File: config.mk
export PLATFORM = sky130hd
export DESIGN_NAME = add_1p
export DESIGN_NICKNAME = d
export VERILOG_FILES = /design/src/rtl/add_1p_pkg.sv /design/src/rtl/add_1p_slice.sv /design/src/rtl/add_1p.sv
export SDC_FILE = /design/constraint.sdc
export NUM_CORES = 1
export LEC_CHECK = 0
export ABC_CLOCK_PERIOD_IN_PS = 4600
export CAP_MARGIN = 20
export CELL_PAD_IN_SITES_DETAIL_PLACEMENT = 1
export CELL_PAD_IN_SITES_GLOBAL_PLACEMENT = 1
export CORE_ASPECT_RATIO = 2
export CORE_MARGIN = 5
export CORE_UTILIZATION = 40
export CTS_CLUSTER_SIZE = 24
export DETAILED_ROUTE_END_ITERATION = 6
export MAX_ROUTING_LAYER = met4
export PLACE_DENSITY_LB_ADDON = 0.1
export SYNTH_ARGS = -nofsm -noshare
export SYNTH_HDL_FRONTEND = slang
export SYNTH_HIERARCHICAL = 1
export SYNTH_SLANG_ARGS = --single-unit
File: constraint.sdc
create_clock -name clk -period 4.6 [get_ports clk]
set_input_delay 0.92 -clock clk [delete_from_list [all_inputs] [get_ports clk]]
set_output_delay 0.92 -clock clk [all_outputs]
set_load 0.02 [all_outputs]
File: src/rtl/add_1p_pkg.sv
// add_1p shared widths.
// Split point of the two-stage carry chain.
package add_1p_pkg;

  localparam int ADD_1P_WIDTH    = 15;
  localparam int ADD_1P_WIDTH_LO = 7;
  localparam int ADD_1P_WIDTH_HI =
    ADD_1P_WIDTH - ADD_1P_WIDTH_LO;

endpackage

File: src/rtl/add_1p_slice.sv
// add_1p_slice: N-bit unsigned adder
// with carry-in and carry-out.
module add_1p_slice #(
  parameter int N = 8
) (
  input  logic [N-1:0] a,
  input  logic [N-1:0] b,
  input  logic         cin,
  output logic [N-1:0] s,
  output logic         cout
);

  logic [N:0] full;

  assign full = {1'b0, a}
              + {1'b0, b}
              + {{N{1'b0}}, cin};

  assign s    = full[N-1:0];
  assign cout = full[N];

endmodule

File: src/rtl/add_1p.sv
// add_1p: unsigned adder, carry chain
// split across one pipeline register.
module add_1p
  import add_1p_pkg::*;
#(
  parameter int WIDTH    = ADD_1P_WIDTH,
  parameter int WIDTH_LO = ADD_1P_WIDTH_LO
) (
  input  logic             clk,
  input  logic             rst_n,
  input  logic [WIDTH-1:0] X,
  input  logic [WIDTH-1:0] Y,
  output logic [WIDTH-1:0] sum
);

  localparam int WIDTH_HI = WIDTH - WIDTH_LO;

  logic [WIDTH_LO-1:0] lo_sum;
  logic                lo_cout;
  logic [WIDTH_HI-1:0] hi_sum;
  logic                hi_cout_unused;

  logic [WIDTH_LO-1:0] lo_sum_r;
  logic                carry_r;
  logic [WIDTH_HI-1:0] xh_r;
  logic [WIDTH_HI-1:0] yh_r;

  add_1p_slice #(
    .N (WIDTH_LO)
  ) u_lo (
    .a    (X[WIDTH_LO-1:0]),
    .b    (Y[WIDTH_LO-1:0]),
    .cin  (1'b0),
    .s    (lo_sum),
    .cout (lo_cout)
  );

  // MSB carry is dropped: result wraps mod 2^WIDTH
  add_1p_slice #(
    .N (WIDTH_HI)
  ) u_hi (
    .a    (xh_r),
    .b    (yh_r),
    .cin  (carry_r),
    .s    (hi_sum),
    .cout (hi_cout_unused)
  );

  always_ff @(posedge clk or negedge rst_n) begin
    if (!rst_n) begin
      lo_sum_r <= '0;
      carry_r  <= 1'b0;
      xh_r     <= '0;
      yh_r     <= '0;
      sum      <= '0;
    end else begin
      lo_sum_r <= lo_sum;
      carry_r  <= lo_cout;
      xh_r     <= X[WIDTH-1:WIDTH_LO];
      yh_r     <= Y[WIDTH-1:WIDTH_LO];
      sum      <= {hi_sum, lo_sum_r};
    end
  end

endmodule

==> metrics.md, run 1 <==
| Metric | Value |
|---|---|
| Crit path from | X[0] |
| CTS tree | built |
| Fin Setup TNS | 0 ns |
| CP Data Required Time | 4.77 ns |
| P per Cell Area | 386 nW/um^2 |
| RSZ-0062 raised after global routing | no |
| HP Class | flop to flop |
| Source of the worst register-to-register timing path | xh_r[0] |
| Placeable Area | 3880 um^2 |
| Via count | 1064 |
| CTS H-Tree Depth | 2 |
| CP Cell Sequence | clkdlybuf4s50_1 -> fa_1 -> inv_1 -> fa_1 -> nor2b_4 -> o31a_4 -> a311o_1 |
| Initial antenna violation count | 0 |
| CP delay by family, top | adder cells |
| Pins Over Slew Limit | 0 |
| DRT iter0 DRCs | 12 |
| Post-CTS Setup Bufs | 0 |
| Fmax | 374 MHz |
| Final Hold Viols | 0 |
| Routed len/inst | 14.8 um |
| Vias/cell | 4.86 |
| Register Area | 976 um^2 |
| Clk Latency, worst-skew pair | 0.28 ns |
| CP max FO | 3 |
| Placed Instances | 211 |
| CP arrival | 2.84 ns |
| Status | finished, final reports clean |
| Final Util | 57.5% |
| Final period util | 58.1% |
| Worst setup path class | primary input to flop |
| Worst clock skew | 0.00512 ns |
| Syn_area_per_cell | 14.1 um^2 |
| Fillers | 414 |
| Fin crit period | 2.67 ns |
| Setup crit end kind | flop |
| Final setup viols | 0 |
| CP peak stage delay | 0.45 ns |
| Syn Nets | 163 |
| Pre-CTS setup slack | 1.62 ns |
| Antenna Violating Nets Remaining | 0 |
| Final WL | 3.24 mm |
| Worst-path clk slew | 0.07 ns |
| PortBufs | 46 |
| Max_slew headroom | 44.8% |
| Worst VDD drop | 0.000222 V |
| Worst path most repeated cell | fa_1 |
| Leak | 0.000972 uW |
| # Max-Cap Violations | 0 |
| Final net count | 216 |
| Global Route Usage Sum | 14.3% |
| Num rows | 32 |
| Mapped Area | 1610 um^2 |
| R2r setup slk | 2.72 ns |
| Final WS setup | 1.93 ns |
| YS warnings | 6 |
| CTS buffer count | 5 |
| Clock tree buffer depth | 2 |
| Die height | 99.8 um |
| Ant. Diodes | 0 |
| CP Buf/Inv Count | 2 |
| Drt pass-1 iters | 4 |
| Vias in the first global route | 1255 |
| Die Wd | 54.9 um |
| Die area | 5480 um^2 |
| Ports | 47 |
| GP Congestion | 0.754 |
| Cell count after synthesis | 114 |
| Multi-input gate area | 603 um^2 |
| Worst Hold Launch | lo_sum_r[2] |
| Hold-fix buffers at CTS | 0 |
| Clock sink total | 39 |
| Post_cts resized | 0 |
| Total power | 862 uW |
| Residual DRC | 0 |
| Clk root buf | clkbuf_8 |
| Initial Util | 41.5% |
| Pin count of the biggest net entering global routing | 40 |
| Worst-Margin Slew | 0.828 ns |
| Final Non-Filler Cells | 219 |
| Post-DP HPWL | 2.68 mm |
| Crit-path slowest cell | fa_1 |
| Remaining Overflow, GRT | 0 |
| Layout cells sized above 1 | 9.52% |
| First-pass GRT wire length | 5.48 mm |
| CP Launch Type | primary input |
| Syn-to-layout area delta | 38.4% |
state kept, by name, summed over array words and instances (netlist names):
name      cells
yh_r          8
xh_r          8
carry_r       1
sum          15
lo_sum_r      7
metrics by stage:
stage          area (um^2)  hold slack [ns]
3_3_place_gp          2130            0.334
2_1_floorplan         1610            0.331
4_1_cts               2230            0.351
6_report              2230            0.347
5_1_grt               2230            0.357
3_5_place_dp          2130            0.336
placed cells by master, fill, tap and decap left out:
cell type         n
a21o_1            2
a21oi_1           7
a21oi_2           1
a311o_1           3
a311oi_2          1
a31oi_1           1
buf_2             1
clkbuf_1          1
clkbuf_8          7
clkdlybuf4s50_1  45
conb_1            1
dfrtp_1          39
fa_1              4
ha_1             13
inv_1             8
inv_2             1
nand2_1           2
nand2b_1          1
nand3_1           2
nand3b_1          1
nand4_1           1
nor2_1            2
nor2b_1           2
nor2b_2           1
nor2b_4           1
nor3_1            1
nor3b_1           1
nor4_1            1
nor4_2            1
o211ai_1          1
o21a_1            2
o21ai_0           2
o21ai_1           1
o21bai_1          1
o221a_2           1
o31a_4            1
xnor2_1           5
xor2_1            2
where the power goes:
| group | total, uW | internal (uW) | switching [uW] | leakage (uW) |
|---|---|---|---|---|
| Combinational | 211 | 109 | 102 | 0.000467 |
| Clock | 248 | 137 | 112 | 0.0000515 |
| Sequential | 402 | 389 | 13.9 | 0.000454 |
layout make-up:
cell class	instances	share of cell area, %
Timing Repair Buffer	46	20.4
Inverter	9	1.51
Sequential cell	39	43.7
Tap cell	51	2.86
Multi-Input combinational cell	66	27.0
Clock buffer	8	4.48
path summary, 6_finish.rpt:
check / to / depth (start not counted)
min in group asynchronous: xh_r[7] / 1
worst min register to register: sum[2] / 0
max in group asynchronous: yh_r[5] / 1
worst max register to register: sum[11] / 5
worst min-delay path: sum[2] / 0
worst max-delay path: lo_sum_r[6] / 7
per-layer routing:
layer	vias to the layer above	global-route usage [%]	routed length [um]
met5	-	-	0
li1	498	-	-
met4	0	5.62	50
met3	4	4.01	180
met1	533	13.1	988
met2	29	26.0	2020
(Power assumes the default switching activity.)
==> inputs of run 2 (changes only) <==
--- a/config.mk
+++ b/config.mk
@@ -5,13 +5,13 @@
 export SDC_FILE = /design/constraint.sdc
 export NUM_CORES = 1
 export LEC_CHECK = 0
-export ABC_CLOCK_PERIOD_IN_PS = 4600
+export ABC_CLOCK_PERIOD_IN_PS = 2600
 export CAP_MARGIN = 20
 export CELL_PAD_IN_SITES_DETAIL_PLACEMENT = 1
 export CELL_PAD_IN_SITES_GLOBAL_PLACEMENT = 1
 export CORE_ASPECT_RATIO = 2
 export CORE_MARGIN = 5
-export CORE_UTILIZATION = 40
+export CORE_UTILIZATION = 37
 export CTS_CLUSTER_SIZE = 24
 export DETAILED_ROUTE_END_ITERATION = 6
 export MAX_ROUTING_LAYER = met4
==> constraint.sdc (replaced) <==
create_clock -name clk -period 2.6 [get_ports clk]
set_input_delay 0.52 -clock clk [delete_from_list [all_inputs] [get_ports clk]]
set_output_delay 0.52 -clock clk [all_outputs]
set_load 0.02 [all_outputs]
==> metrics.md, run 2 (synthesized netlist as in run 1, its figures left out) <==
| Metric | Value |
|---|---|
| Post-CTS Setup Bufs | 0 (unchanged) |
| Dpl cell area | 2140 um^2 (+0.18%) |
| Hold-fix buffers at CTS | 0 (unchanged) |
| Clk Latency, worst-skew pair | 0.28 ns (about the same) |
| Global Route Usage Sum | 12.8% (-1.6 points) |
| DRT iter0 DRCs | 12 (unchanged) |
| Clock tree buffer depth | 2 (unchanged) |
| CP Data Required Time | 2.76 ns (-2.01 ns) |
| CTS H-Tree Depth | 2 (unchanged) |
| Setup crit end kind | flop |
| Ports | 47 (unchanged) |
| Routed len/inst | 14.6 um (-1.3%) |
| CP delay by family, top | adder cells |
| Commonest non-fill, non-tap cell in the layout | clkdlybuf4s50_1 |
| Residual DRC | 0 (unchanged) |
| Met2 wire length | 2.09 mm (+3.4%) |
| Max_slew headroom | 45.5% (+0.71 points) |
| Via count | 1063 (-0.094%) |
| CP Cell Sequence | clkdlybuf4s50_1 -> fa_1 -> inv_1 -> fa_1 -> nor2b_4 -> o31a_4 -> a311o_1 |
| Worst setup path class | primary input to flop |
| Leak | 0.000963 uW (-0.96%) |
| WHS | 0.331 ns (-0.0158 ns) |
| Fillers | 435 (+5.1%) |
| Post-DP HPWL | 2.74 mm (+2.2%) |
| Crit-path slowest cell | fa_1 |
| Initial antenna violation count | 0 (unchanged) |
| CTS buffer count | 5 (unchanged) |
| Max layer used | met4 |
| Status | finished, final reports clean |
| Fin Setup TNS | 0 ns (unchanged) |
| Fmax | 445 MHz |
| Met3 Wirelength | 130 um (-28%) |
| Placeable Area | 4300 um^2 (+11%) |
| RSZ-0062 raised after global routing | no |
| Remaining Overflow, GRT | 0 (unchanged) |
| Critical path depth in cells | 7 (unchanged) |
| Num rows | 34 (+6.3%) |
| Pin count of the biggest net entering global routing | 40 (unchanged) |
| Total power | 1460 uW (+69%) |
| P per Cell Area | 658 nW/um^2 (+70%) |
| Post_cts resized | 0 (unchanged) |
| Worst r2r dst | sum[11] |
| Initial Util | 37.5% (-4.0 points) |
| CP max FO | 3 (unchanged) |
| Number of flip-flops in the largest register | 15 (unchanged) |
| Worst VDD drop | 0.000321 V (+44%) |
| Vias in the first global route | 1265 (+0.80%) |
| Worst Setup EP | lo_sum_r[6] |
| Commonest non-fill, non-tap cells in the layout | clkdlybuf4s50_1 (45), dfrtp_1 (39), ha_1 (13), inv_1 (8), a21oi_1 (7) |
| Clk root buf | clkbuf_8 |
| Top reg by flops | sum |
| Final instance area | 2220 um^2 (-0.67%) |
| Final setup viols | 0 (unchanged) |
| GP Congestion | 0.716 (-5.0%) |
| Antenna Violating Nets Remaining | 0 (unchanged) |
| CP Launch Type | primary input |
| PortBufs | 46 (unchanged) |
| Worst-path clk slew | 0.07 ns (about the same) |
| Worst-Margin Slew | 0.817 ns (-0.0107 ns) |
| # Max-Cap Violations | 0 (unchanged) |
| First-pass GRT wire length | 5.49 mm (+0.26%) |
| HP Class | primary input to async pin |
| R2R cell count | 5 (unchanged) |
| Final Hold Viols | 0 (unchanged) |
| Pins Over Slew Limit | 0 (unchanged) |
| R2r setup slk | 0.72 ns (-2.00 ns) |
| Worst path most repeated cell | fa_1 |
| Final net count | 216 (unchanged) |
| CP peak stage delay | 0.44 ns (about the same) |
| Final period util | 86.4% |
| Crit path from | X[0] |
| CP arrival | 2.41 ns (-0.43 ns) |
| Worst clock skew | 0.00292 ns (-0.00219 ns) |
| Syn-to-layout area delta | 37.5% |
| Layout cells sized above 1 | 8.93% (-0.60 points) |
| CP Buf/Inv Count | 2 (unchanged) |
| Source of the worst register-to-register timing path | xh_r[0] |
| Met1 wire length | 944 um (-4.5%) |
| CTS tree | built |
| Die height | 103 um (+3.6%) |
| Fin crit period | 2.25 ns |
| Die Wd | 56.7 um (+3.3%) |
| Final WL | 3.24 mm (about the same) |
| Ant. Diodes | 0 (unchanged) |
| Vias/cell | 4.79 (-1.4%) |
| Largest regs | sum: 15 flops, xh_r: 8 flops, yh_r: 8 flops |
| Die area | 5860 um^2 (+6.9%) |
| Drt pass-1 iters | 4 (unchanged) |
| Clock sink total | 39 (unchanged) |
## run 2: changes by cell type in the layout (fill, tap and decap cells not counted)
cell,change
clkbuf_8,-2
clkbuf_1,+1
clkinv_2,+1
## run 2: per-layer routing
metal	vias up	GRT usage, %
met5	-	-
met2	33	26.1
met1	527	10.5
met4	0	6.22
li1	497	-
met3	6	2.11
## run 2: worst min path at each step
stage                      from      end  slack (ns)  cells past startpoint
floorplan                 rst_n  carry_r        0.22                      0
global placement    lo_sum_r[6]   sum[6]        0.33                      0
detailed placement  lo_sum_r[0]   sum[0]        0.34                      0
CTS                 lo_sum_r[0]   sum[0]        0.35                      0
global route        lo_sum_r[1]   sum[1]        0.36                      0
finish                    rst_n  xh_r[7]        0.33                      1
## run 2: through the flow
stage	instances	setup slack [ns]	utilization, %
5_1_grt	222	0.297	51.6
6_report	222	0.354	51.6
2_1_floorplan	114	0.564	-
4_1_cts	222	0.341	51.6
3_5_place_dp	214	0.0417	49.7
3_3_place_gp	214	0.0657	49.7
## run 2: cell type report
class	count	area, um^2	area share [%]
clock buffer	7	76.3	3.44
multi-input combinational	66	603	27.2
inverter	9	33.8	1.52
timing repair buffer	46	455	20.5
tap	54	67.6	3.05
sequential	39	976	44.0
clock inverter	1	5.00	0.226
## run 2: worst reg2reg max path: stages (launching register included)
cell      delay, ns
dfrtp_1        0.39
fa_1           0.48
fa_1           0.43
a21oi_1        0.23
o21bai_1       0.10
xor2_1         0.14
## run 2: power by group
part | switching (uW) | internal [uW] | leakage (uW)
Combinational | 182 | 193 | 0.000467
Sequential | 23.4 | 688 | 0.000454
Clock | 185 | 188 | 0.0000422
Total | 390 | 1070 | 0.000963
